**src/rtl/pong_score_pkg.sv**
```systemverilog
// pong_score_pkg
// Shared types, constants and helpers for the Pong score bank:
//   bcd_digit_t  - one 4-bit BCD digit
//   BCD_MAX      - largest legal digit value (9)
//   MAX_DIGITS   - widest counter supported by to_bcd()
//   to_bcd()     - binary integer -> packed BCD, digit 0 in the low nibble
//   score_state_t - PLAY / OVER match state
package pong_score_pkg;

    typedef logic [3:0] bcd_digit_t;

    localparam bcd_digit_t BCD_MAX    = 4'd9;
    localparam int         MAX_DIGITS = 6;

    typedef enum logic {
        PLAY = 1'b0,
        OVER = 1'b1
    } score_state_t;

    function automatic logic [MAX_DIGITS*4-1:0] to_bcd(input int unsigned value);
        logic [MAX_DIGITS*4-1:0] result;
        int unsigned             rem;
        result = '0;
        rem    = value;
        for (int j = 0; j < MAX_DIGITS; j++) begin
            result[j*4 +: 4] = 4'(rem % 10);
            rem              = rem / 10;
        end
        return result;
    endfunction

endpackage

```
**src/rtl/bcd_chain_counter.sv**
```systemverilog
// bcd_chain_counter
// One D-digit BCD ripple counter for a single player.
// Ports:
//   clk     in   system clock, rising edge
//   reset   in   asynchronous, active-high
//   en      in   add one point on this edge
//   clr     in   synchronous clear, wins over en
//   q       out  registered digits, digit 0 in bits [3:0]
//   q_next  out  value the counter will take on the next edge if clr is low
//   wrap    out  registered pulse: counter rolled from all-nines to zero
module bcd_chain_counter
    import pong_score_pkg::*;
#(
    parameter int D = 2
) (
    input  logic         clk,
    input  logic         reset,
    input  logic         en,
    input  logic         clr,
    output logic [D*4-1:0] q,
    output logic [D*4-1:0] q_next,
    output logic         wrap
);

    logic [D*4-1:0] cnt_q;
    logic           wrap_q;
    logic           carry;
    logic           all_nines;

    // Carry starts as the enable and ripples upward while digits roll over.
    // Anything at or above 9 rolls to 0 so a corrupted digit self-heals.
    always_comb begin
        q_next = cnt_q;
        carry  = en;
        for (int j = 0; j < D; j++) begin
            if (carry) begin
                if (cnt_q[j*4 +: 4] >= BCD_MAX) begin
                    q_next[j*4 +: 4] = '0;
                end else begin
                    q_next[j*4 +: 4] = cnt_q[j*4 +: 4] + 4'd1;
                    carry            = 1'b0;
                end
            end
        end
        // A carry out of the top digit means every digit was 9.
        all_nines = carry;
    end

    always_ff @(posedge clk or posedge reset) begin
        if (reset) begin
            cnt_q  <= '0;
            wrap_q <= 1'b0;
        end else if (clr) begin
            cnt_q  <= '0;
            wrap_q <= 1'b0;
        end else begin
            cnt_q  <= q_next;
            wrap_q <= all_nines;
        end
    end

    assign q    = cnt_q;
    assign wrap = wrap_q;

endmodule

```
**src/rtl/pong_score_bank.sv**
```systemverilog
// pong_score_bank
// P independent D-digit BCD score counters with optional win detection.
// Build option: define SCORE_WIN_EN to build the WIN_SCORE compare and the
// PLAY/OVER freeze FSM; otherwise counters free-run and game_over/winner are 0.
// Ports:
//   clk        in   system clock, rising edge
//   reset      in   asynchronous, active-high
//   inc[P]     in   one point per high cycle for player i
//   clr        in   synchronous match clear, priority over inc
//   digits     out  player i digit j at [(i*D+j)*4 +: 4]
//   ovf[P]     out  one-cycle wrap pulse per player
//   game_over  out  match decided
//   winner     out  lowest index that reached WIN_SCORE, valid with game_over
//
// state | meaning
// PLAY  | points accepted, watching for WIN_SCORE
// OVER  | match decided, scores frozen until clr or reset
module pong_score_bank
    import pong_score_pkg::*;
#(
    parameter int P         = 2,
    parameter int D         = 2,
    parameter int WIN_SCORE = 11,
    localparam int W        = (P > 1) ? $clog2(P) : 1
) (
    input  logic             clk,
    input  logic             reset,
    input  logic [P-1:0]     inc,
    input  logic             clr,
    output logic [P*D*4-1:0] digits,
    output logic [P-1:0]     ovf,
    output logic             game_over,
    output logic [W-1:0]     winner
);

    localparam logic [MAX_DIGITS*4-1:0] WIN_BCD_FULL = to_bcd(WIN_SCORE);
    localparam logic [D*4-1:0]          WIN_BCD      = WIN_BCD_FULL[D*4-1:0];

    logic [P-1:0]     en;
    logic [P*D*4-1:0] next_bus;

    for (genvar i = 0; i < P; i++) begin : g_player
        bcd_chain_counter #(.D(D)) u_cnt (
            .clk    (clk),
            .reset  (reset),
            .en     (en[i]),
            .clr    (clr),
            .q      (digits[i*D*4 +: D*4]),
            .q_next (next_bus[i*D*4 +: D*4]),
            .wrap   (ovf[i])
        );
    end

`ifdef SCORE_WIN_EN
    score_state_t state_q, state_d;
    logic [W-1:0] winner_q, winner_d;
    logic         hit_any;
    logic [W-1:0] pick;

    assign en = inc & {P{(state_q == PLAY) && !clr}};

    // Scan downward so the lowest matching index is the one left in pick.
    always_comb begin
        hit_any = 1'b0;
        pick    = '0;
        for (int i = P - 1; i >= 0; i--) begin
            if (next_bus[i*D*4 +: D*4] == WIN_BCD) begin
                hit_any = 1'b1;
                pick    = W'(i);
            end
        end
    end

    always_comb begin
        state_d  = state_q;
        winner_d = winner_q;
        if (clr) begin
            state_d  = PLAY;
            winner_d = '0;
        end else begin
            case (state_q)
                PLAY: begin
                    if (hit_any) begin
                        state_d  = OVER;
                        winner_d = pick;
                    end
                end
                OVER:    state_d = OVER;
                default: state_d = PLAY;
            endcase
        end
    end

    always_ff @(posedge clk or posedge reset) begin
        if (reset) begin
            state_q  <= PLAY;
            winner_q <= '0;
        end else begin
            state_q  <= state_d;
            winner_q <= winner_d;
        end
    end

    assign game_over = (state_q == OVER);
    assign winner    = winner_q;
`else
    logic unused_win;

    assign en        = inc & {P{!clr}};
    assign game_over = 1'b0;
    assign winner    = '0;
    // Next values and the win threshold only matter with win detection built.
    assign unused_win = ^{next_bus, WIN_BCD};
`endif

endmodule

```
**config.mk**
```make
export PLATFORM = sky130hd
export DESIGN_NAME = pong_score_bank
export DESIGN_NICKNAME = d
export VERILOG_FILES = /design/src/rtl/pong_score_pkg.sv /design/src/rtl/bcd_chain_counter.sv /design/src/rtl/pong_score_bank.sv
export SDC_FILE = /design/constraint.sdc
export NUM_CORES = 1
export LEC_CHECK = 0
export BUFFER_PORTS_ARGS = -buffer_cell sky130_fd_sc_hd__buf_2
export CAP_MARGIN = 0
export CELL_PAD_IN_SITES_DETAIL_PLACEMENT = 0
export CELL_PAD_IN_SITES_GLOBAL_PLACEMENT = 2
export CORE_MARGIN = 10
export CORE_UTILIZATION = 29
export DETAILED_ROUTE_END_ITERATION = 8
export PLACE_DENSITY_LB_ADDON = 0.1
export SETUP_SLACK_MARGIN = 0.15
export SYNTH_ARGS = -nofsm -noshare
export SYNTH_HDL_FRONTEND = slang
export SYNTH_SLANG_ARGS = --single-unit
export TNS_END_PERCENT = 1
```
**constraint.sdc**
```tcl
create_clock -name clk -period 1.6 [get_ports clk]
set_clock_uncertainty 0.1 [all_clocks]
set_input_delay 0 -clock clk [delete_from_list [all_inputs] [get_ports clk]]
set_output_delay 0 -clock clk [all_outputs]
set_load 0.005 [all_outputs]
```
==> impl_metrics.env, run 1 <==
export IMPL_ant_nets=0
export IMPL_cts_tree="built"
export IMPL_finalWorstSetupSlack_ps=-134.7
export IMPL_routed_wl_um=2568
export IMPL_hpwlAfterDp_um=1948
export IMPL_syn_mean_instance_area_sq_um=9.975
export IMPL_nNetsFinal=174
export IMPL_drt_iter0_drc=42
export IMPL_synth_warnings=0
export IMPL_tns_ps=-325.7
export IMPL_critical_path_peak_fanout=5
export IMPL_cp_required_ps=1700
export IMPL_route_detailed_drc=0
export IMPL_min_period_ps=1735
export IMPL_htreeDepth=1
export IMPL_die_h_um=81.51
export IMPL_vdd_drop_max_v=0.0002365
export IMPL_die_width_um=81.51
export IMPL_async_flop_share=1.000
export IMPL_detail_route_first_pass_iterations=4
export IMPL_clk_pin_slew_ps=70
export IMPL_num_io_pins=25
export IMPL_min_from="clr"
export IMPL_dieArea_sq_um=6644
export IMPL_cp_startpoint="g_player[1].u_cnt.q[4]"
export IMPL_antenna_diode_count=0
export IMPL_synth_cell_types=36
export IMPL_syn_area_sq_um=1097
export IMPL_synth_top_flop_cell="dfrtp_1"
export IMPL_finalMaxSlewViolations=0
export IMPL_r2r_start="g_player[1].u_cnt.q[4]"
export IMPL_critPathArrivalTime_ps=1830
export IMPL_fin_crit_sh=1.084
export IMPL_viasPerCell=4.520
export IMPL_fp_coreArea_sq_um=3661
export IMPL_fmax_mhz=576.5
export IMPL_startpoint_type="register"
export IMPL_failed_checks="negative setup slack"
export IMPL_clk_latency_ps=260
export IMPL_power_leakage_nw=0.7927
export IMPL_rows=22
export IMPL_path_class="register to register"
export IMPL_setup_viol=9
export IMPL_layout_common_cells="buf_2, dfrtp_1, buf_4"
export IMPL_grt_overflow_total=0
export IMPL_synth_seq_area_share=0.4105
export IMPL_antenna_found_initial=0
export IMPL_place_congestion=0.7222
export IMPL_cts_setup_buffers=0
export IMPL_status="finished with violations"
export IMPL_rsz0062_at_grt="true"
export IMPL_cts_sinks=18
export IMPL_grt_usage=0.08216
export IMPL_hold_slack_ps=21.84
export IMPL_numCtsBuffers=3
export IMPL_p_per_area_nw_per_um2=658.1
export IMPL_vias=922
export IMPL_hold_path_class="input pin to register"
export IMPL_synth_seq_cells=18
export IMPL_cts_path_max_buffers=2
export IMPL_grt_pass1_wl_um=4264
export IMPL_initial_utilization=0.2997
export IMPL_drive_gt1_frac=0.4359
export IMPL_grt_max_degree=19
export IMPL_maxCapViolCount=0
export IMPL_cts_root_buf="clkbuf_8"
export IMPL_finalHoldViolCount=0
export IMPL_synth_edf_count=0
export IMPL_routedWlPerCell_um=12.59
export IMPL_synth_cells=110
export IMPL_grt_pass1_vias=921
export IMPL_crit_path_end_kind="register"
export IMPL_mostFrequentLayoutCell="buf_2"
export IMPL_portBuffers=22
export IMPL_syn2layout_area_growth_pct=40.02
## logic make-up after synthesis
family | Yosys count | synth area share
other cells | 1 | 0.003417
buf+inv | 19 | 0.07981
xor+xnor | 2 | 0.01597
simple gates | 36 | 0.1904
compound gates | 19 | 0.1323
fa+ha+maj | 12 | 0.1368
flops | 18 | 0.4105
mux | 3 | 0.03078
## flip-flops by register name, indices dropped and copies added (netlist names)
register             cells
g_player.u_cnt.q        16
g_player.u_cnt.wrap      2
## cell type report
cell class,count,area [sq um]
well taps,48,60.06
clock buffers,4,55.05
inverters,14,52.55
flip-flops and latches,18,450.4
repair buffers,46,307.8
multi-input cells,74,610.6
fillers,376,2125
## worst max-delay path, stage by stage (launching register included)
cell      delay, ps
dfrtp_1         400
inv_1            60
ha_1            140
or3b_4          390
a211oi_4        290
and3b_1         190
a221o_1         100
## what timing repair did
action / in CTS / in global routing
resized for setup: 13 / 3
setup endpoints to repair: 18 / 18
hold endpoints to repair: 23 / 2
hold buffers: 2 / 2
pin swaps: 5 / 0
## final timing paths
check / cells after the start / slack, ps / endpoint
max reg2reg: 6 / -130 / g_player[1].u_cnt.q[6]
min in group asynchronous: 4 / 200 / g_player[0].u_cnt.q[7]
min: 4 / 20 / g_player[0].u_cnt.q[7]
min reg2reg: 2 / 480 / g_player[0].u_cnt.q[7]
max: 6 / -130 / g_player[1].u_cnt.q[6]
max in group asynchronous: 4 / 990 / g_player[1].u_cnt.wrap
## report_power, final
part           switching [mW]  leakage (nW)  total (mW)  internal, mW
combinational          0.0787         0.515       0.161        0.0820
clock                   0.161        0.0288       0.380         0.219
sequential            0.00654         0.249       0.470         0.464
total                   0.247         0.793        1.01         0.764
## routing by layer
layer | up-vias | global-route usage | share of wire
li1 | 464 | - | -
met1 | 440 | 0.09258 | 0.44
met2 | 14 | 0.1351 | 0.48
met3 | 4 | 0.02838 | 0.066
met4 | 0 | 0.04152 | 0.016
met5 | - | 0 | 0
## synth_stat cells (3+ instances only)
master	number	area [sq um]
nand2_1	7	26.28
ha_1	12	150.1
nor2_1	7	26.28
inv_1	14	52.55
mux2_2	3	33.78
o21ai_0	4	20.02
nand3_1	8	40.04
dfrtp_1	18	450.4
a21oi_1	3	15.01
buf_4	4	30.03
## metrics by stage
step	cell area (sq um)	utilization	setup WS (ps)	instances	power, mW
floorplan	1104	-	-83.01	111	0.5486
global placement	1389	0.3794	-64.97	196	0.6113
detailed placement	1389	0.3794	-123.4	196	0.6129
CTS	1509	0.4122	-145.0	202	1.029
global route	1536	0.4197	-206.6	204	1.069
finish	1536	0.4197	-134.7	204	1.011
Note: power is estimated with default switching activity, not from simulation.
==> inputs of run 2 (changes only) <==
--- a/config.mk
+++ b/config.mk
@@ -10,10 +10,12 @@
 export CELL_PAD_IN_SITES_DETAIL_PLACEMENT = 0
 export CELL_PAD_IN_SITES_GLOBAL_PLACEMENT = 2
 export CORE_MARGIN = 10
-export CORE_UTILIZATION = 29
+export CORE_UTILIZATION = 35
 export DETAILED_ROUTE_END_ITERATION = 8
 export PLACE_DENSITY_LB_ADDON = 0.1
 export SETUP_SLACK_MARGIN = 0.15
+export SKIP_LAST_GASP = 1
+export SLEW_MARGIN = 20
 export SYNTH_ARGS = -nofsm -noshare
 export SYNTH_HDL_FRONTEND = slang
 export SYNTH_SLANG_ARGS = --single-unit
==> constraint.sdc (replaced) <==
create_clock -name clk -period 2.15 [get_ports clk]
set_clock_uncertainty 0.1 [all_clocks]
set_input_delay 0 -clock clk [delete_from_list [all_inputs] [get_ports clk]]
set_output_delay 0 -clock clk [all_outputs]
set_load 0.005 [all_outputs]
==> impl_metrics.env, run 2 (same netlist as run 1, synthesis figures left out) <==
export IMPL_status="completed"
export IMPL_fin_crit_sh=0.8777
export IMPL_antenna_diode_count=0
export IMPL_crit_path_top_delay_cell="dfrtp_1"
export IMPL_vdd_drop_max_v=0.0002937
export IMPL_path_class="register to register"
export IMPL_grt_pass1_vias=831
export IMPL_mostFrequentLayoutCell="buf_2"
export IMPL_path_delay_family="simple AND/OR/NAND/NOR gates"
export IMPL_clk_latency_ps=280
export IMPL_htreeDepth=1
export IMPL_slew_headroom=0.5276
export IMPL_largest_reg_flops=16
export IMPL_fin_cells=179
export IMPL_grt_max_degree=19
export IMPL_finalHoldViolCount=0
export IMPL_initial_utilization=0.3624
export IMPL_vias=846
export IMPL_num_io_pins=25
export IMPL_portBuffers=22
export IMPL_crit_path_end_kind="register"
export IMPL_antenna_found_initial=0
export IMPL_routed_wl_um=2388
export IMPL_tns_ps=0
export IMPL_critical_path_peak_fanout=6
export IMPL_route_detailed_drc=0
export IMPL_dieArea_sq_um=5774
export IMPL_slowest_delay_ps=460
export IMPL_drt_iter0_drc=29
export IMPL_fp_coreArea_sq_um=3028
export IMPL_place_congestion=0.7000
export IMPL_place_area_sq_um=1231
export IMPL_die_h_um=75.99
export IMPL_cts_path_max_buffers=2
export IMPL_maxCapViolCount=0
export IMPL_fill_cells=310
export IMPL_hold_path_class="input pin to async pin"
export IMPL_cp_required_ps=2280
export IMPL_power_leakage_nw=0.6833
export IMPL_nNetsFinal=154
export IMPL_numCtsBuffers=3
export IMPL_layout_common_cells="buf_2, dfrtp_1, inv_1"
export IMPL_detail_route_first_pass_iterations=4
export IMPL_hpwlAfterDp_um=1796
export IMPL_final_area_sq_um=1297
export IMPL_rsz0062_at_grt="false"
export IMPL_die_width_um=75.99
export IMPL_cp_num_buf_inv=0
export IMPL_design_power_total_mw=0.5932
export IMPL_cts_sinks=18
export IMPL_crit_chain="ha_1 -> or3b_4 -> a211oi_4 -> and3b_1 -> a221o_1"
export IMPL_drive_gt1_frac=0.2667
export IMPL_cts_tree="built"
export IMPL_tightest_slew_ps=707.9
export IMPL_startpoint_type="register"
export IMPL_syn2layout_area_growth_pct=18.24
export IMPL_critPathArrivalTime_ps=2020
export IMPL_ant_nets=0
export IMPL_clk_pin_slew_ps=100
export IMPL_dp_cells=172
export IMPL_rows=20
export IMPL_viasPerCell=4.726
export IMPL_routedWlPerCell_um=13.34
export IMPL_p_per_area_nw_per_um2=457.2
export IMPL_grt_usage=0.08293
export IMPL_setup_viol=0
export IMPL_post_route_util=0.4285
export IMPL_grt_overflow_total=0
export IMPL_cts_root_buf="clkbuf_4"
export IMPL_fmax_mhz=529.9
export IMPL_finalMaxSlewViolations=0
export IMPL_min_period_ps=1887
export IMPL_grt_pass1_wl_um=4077
run 2: path summary, 6_finish.rpt:
check | from | end | slack (ps) | depth (start not counted)
worst max-delay path | g_player[1].u_cnt.q[4] | g_player[1].u_cnt.q[6] | 260 | 5
worst min-delay path | reset | g_player[1].u_cnt.q[1] | 270 | 3
worst max register to register | g_player[1].u_cnt.q[4] | g_player[1].u_cnt.q[6] | 260 | 5
worst min register to register | g_player[0].u_cnt.q[1] | g_player[0].u_cnt.q[1] | 480 | 1
max in group asynchronous | reset | g_player[1].u_cnt.q[6] | 1240 | 3
min in group clk | inc[0] | g_player[0].u_cnt.q[3] | 470 | 5
run 2: worst reg2reg max path, delay by kind of cell (launching register included):
kind            cells  cell delay (ps)
flops               1              460
simple gates        2              600
compound gates      2              440
fa+ha+maj           1              220
run 2: routing by layer:
metal	global-route usage	routed length (um)	vias up
met5	0	0	-
met4	0.01705	18	0
met3	0.03774	109	2
met2	0.1224	1106	14
met1	0.1074	1153	404
li1	-	-	426
run 2: metrics by stage:
stage / hold WS (ps) / setup slack (ps)
after CTS: 269.9 / 256.7
final: 266.5 / 262.9
after detailed placement: 52.66 / 290.3
after global placement: 60.17 / 327.2
after floorplan: -161.4 / 421.2
after global routing: 329.7 / 176.0
run 2: final cells by class:
type	count	area [sq um]	share of cell area
multi-input cells	74	566.8	0.4368
inverters	14	52.55	0.04050
flip-flops and latches	18	450.4	0.3472
clock buffers	3	22.52	0.01736
well taps	44	55.05	0.04243
repair buffers	26	150.1	0.1157
run 2: timing repair:
item / in CTS / in global routing
setup buffers: 0 / 0
endpoints found under the hold margin: 26 / 0
gates resized for setup: 0 / 1
hold buffers: 4 / 0
endpoints found under the setup margin: 0 / 2
run 2: where the power goes:
group,switching (mW),internal (mW)
registers,0.00984,0.345
clock network,0.100,0.0650
logic,0.0415,0.0318
==> inputs of run 3 (changes only) <==
--- a/config.mk
+++ b/config.mk
@@ -6,9 +6,10 @@
 export NUM_CORES = 1
 export LEC_CHECK = 0
 export BUFFER_PORTS_ARGS = -buffer_cell sky130_fd_sc_hd__buf_2
-export CAP_MARGIN = 0
+export CAP_MARGIN = 20
 export CELL_PAD_IN_SITES_DETAIL_PLACEMENT = 0
 export CELL_PAD_IN_SITES_GLOBAL_PLACEMENT = 2
+export CORE_ASPECT_RATIO = 1.5
 export CORE_MARGIN = 10
 export CORE_UTILIZATION = 35
 export DETAILED_ROUTE_END_ITERATION = 8
==> constraint.sdc (replaced) <==
create_clock -name clk -period 2.3 [get_ports clk]
set_clock_uncertainty 0.1 [all_clocks]
set_input_delay 0 -clock clk [delete_from_list [all_inputs] [get_ports clk]]
set_output_delay 0 -clock clk [all_outputs]
set_load 0.005 [all_outputs]
==> impl_metrics.env, run 3 (same netlist as run 1, synthesis figures left out) <==
export IMPL_critical_path_peak_fanout=6
export IMPL_r2r_cells=5
export IMPL_ctsResizeCount=0
export IMPL_final_area_sq_um=1296
export IMPL_rows=24
export IMPL_cp_required_ps=2390
export IMPL_tns_ps=0
export IMPL_fill_cells=287
export IMPL_grt_pass1_wl_um=4057
export IMPL_multi_input_area_sq_um=563.0
export IMPL_layout_common_cells="buf_2, dfrtp_1, inv_1"
export IMPL_startpoint_type="register"
export IMPL_slew_headroom=0.4998
export IMPL_design_power_total_mw=0.6212
export IMPL_cts_path_max_buffers=2
export IMPL_antenna_diode_count=0
export IMPL_seqCellArea_sq_um=450.4
export IMPL_crit_chain="ha_1 -> or3b_4 -> a211oi_4 -> and3b_1 -> a221o_1"
export IMPL_combPwrFrac=0.108
export IMPL_rrSetupSlack_ps=460
export IMPL_route_detailed_drc=0
export IMPL_fp_coreArea_sq_um=2973
export IMPL_cts_root_buf="clkbuf_8"
export IMPL_crit_path_end_kind="register"
export IMPL_maxCapViolCount=0
export IMPL_hpwlAfterDp_um=1866
export IMPL_rsz0062_at_grt="false"
export IMPL_status="completed"
export IMPL_p_int_mw=0.4674
export IMPL_place_congestion=0.6908
export IMPL_grt_max_degree=19
export IMPL_critPathArrivalTime_ps=1930
export IMPL_fin_crit_sh=0.8010
export IMPL_rr_endpoint="g_player[1].u_cnt.q[6]"
export IMPL_nNetsFinal=153
export IMPL_detail_route_first_pass_iterations=2
export IMPL_vdd_drop_max_v=0.0002532
export IMPL_num_io_pins=25
export IMPL_min_to="g_player[1].u_cnt.q[2]"
export IMPL_largest_reg_flops=16
export IMPL_drive_gt1_frac=0.2612
export IMPL_p_seq_frac=0.533
export IMPL_clk_latency_ps=250
export IMPL_hold_path_depth=4
export IMPL_finalHoldViolCount=0
export IMPL_viasPerCell=4.821
export IMPL_numCtsBuffers=3
export IMPL_place_area_sq_um=1225
export IMPL_hold_slack_ps=26.71
export IMPL_die_h_um=88.58
export IMPL_p_clk_frac=0.358
export IMPL_path_class="register to register"
export IMPL_setup_viol=0
export IMPL_cp_num_buf_inv=0
export IMPL_fmax_mhz=542.8
export IMPL_initial_utilization=0.3691
export IMPL_routed_wl_um=2387
export IMPL_min_from="inc[1]"
export IMPL_clk_pin_slew_ps=70
export IMPL_power_leakage_nw=0.6864
export IMPL_cts_tree="built"
export IMPL_vias=834
export IMPL_die_width_um=65.72
export IMPL_ant_nets=0
export IMPL_p_per_area_nw_per_um2=479.3
export IMPL_dieArea_sq_um=5821
export IMPL_tightest_slew_ps=749.5
export IMPL_path_delay_family="simple AND/OR/NAND/NOR gates"
export IMPL_mostFrequentLayoutCell="buf_2"
export IMPL_grt_usage=0.08812
export IMPL_switching_share=0.2476
export IMPL_finalMaxSlewViolations=0
export IMPL_r2r_start="g_player[1].u_cnt.q[4]"
export IMPL_drt_iter0_drc=11
export IMPL_antenna_found_initial=0
export IMPL_cts_sinks=18
export IMPL_syn2layout_area_growth_pct=18.13
export IMPL_min_period_ps=1842
export IMPL_grt_pass1_vias=895
export IMPL_p_sw_mw=0.1538
export IMPL_grt_overflow_total=0
export IMPL_htreeDepth=1
export IMPL_crit_path_top_delay_cell="dfrtp_1"
export IMPL_portBuffers=22
export IMPL_hold_path_class="input pin to register"
export IMPL_routedWlPerCell_um=13.80
export IMPL_slowest_delay_ps=440
[run 3: cell count changes in the layout (fill, tap and decap cells not counted)]
cell / change
clkbuf_4: -3
clkbuf_8: +3
a21boi_1: +1
a21boi_2: -1
dlygate4sd3_1: -1
[run 3: per-layer routing]
layer | vias up | global-route usage | part of all wire | wire, um
li1 | 417 | - | - | -
met1 | 401 | 0.09144 | 0.42 | 1002
met2 | 14 | 0.1596 | 0.52 | 1249
met3 | 2 | 0.02278 | 0.047 | 113
met4 | 0 | 0.04102 | 0.0088 | 21
met5 | - | 0 | 0 | 0
[run 3: final cells by class]
cell class,instances,share of cell area
repair buffers,25,0.1081
flip-flops and latches,18,0.3475
inverters,14,0.04054
clock buffers,3,0.03185
multi-input cells,74,0.4344
well taps,39,0.03764
[run 3: through the flow]
step | cells | setup slack [ps] | util
floorplan | 111 | 571.2 | -
global placement | 167 | 490.3 | 0.4120
detailed placement | 167 | 458.4 | 0.4120
CTS | 173 | 454.5 | 0.4360
global route | 173 | 295.1 | 0.4360
finish | 173 | 457.6 | 0.4360
[run 3: power groups by stage]
stage	Clock, mW	Combinational (mW)	Sequential [mW]
CTS	0.231	0.0691	0.331
detailed placement	0	0.0651	0.338
global route	0.244	0.0779	0.333
global placement	0	0.0631	0.337
finish	0.223	0.0674	0.331
floorplan	0	0.0449	0.337
[run 3: how the worst max path moves through the flow]
stage          cells past startpoint  slack, ps                     end                    from
2_1_floorplan                      5        570  g_player[1].u_cnt.q[6]  g_player[1].u_cnt.q[4]
3_3_place_gp                       5        490  g_player[1].u_cnt.q[6]  g_player[1].u_cnt.q[4]
3_5_place_dp                       6        460  g_player[0].u_cnt.q[2]  g_player[0].u_cnt.q[1]
4_1_cts                            6        450  g_player[0].u_cnt.q[2]  g_player[0].u_cnt.q[1]
5_1_grt                            6        300  g_player[0].u_cnt.q[2]  g_player[0].u_cnt.q[1]
6_report                           5        460  g_player[1].u_cnt.q[6]  g_player[1].u_cnt.q[4]
[run 3: tightest hold or removal path, stage by stage]
cell	delay, ps
buf_2	110
nor2_1	80
nand2_1	70
nand3_1	70
[run 3: repair_timing]
item / CTS / global route
hold endpoints to repair: 22 / 0
hold buffers: 3 / 0
endpoints found under the setup margin: 0 / 0
buffers inserted: 0 / 0
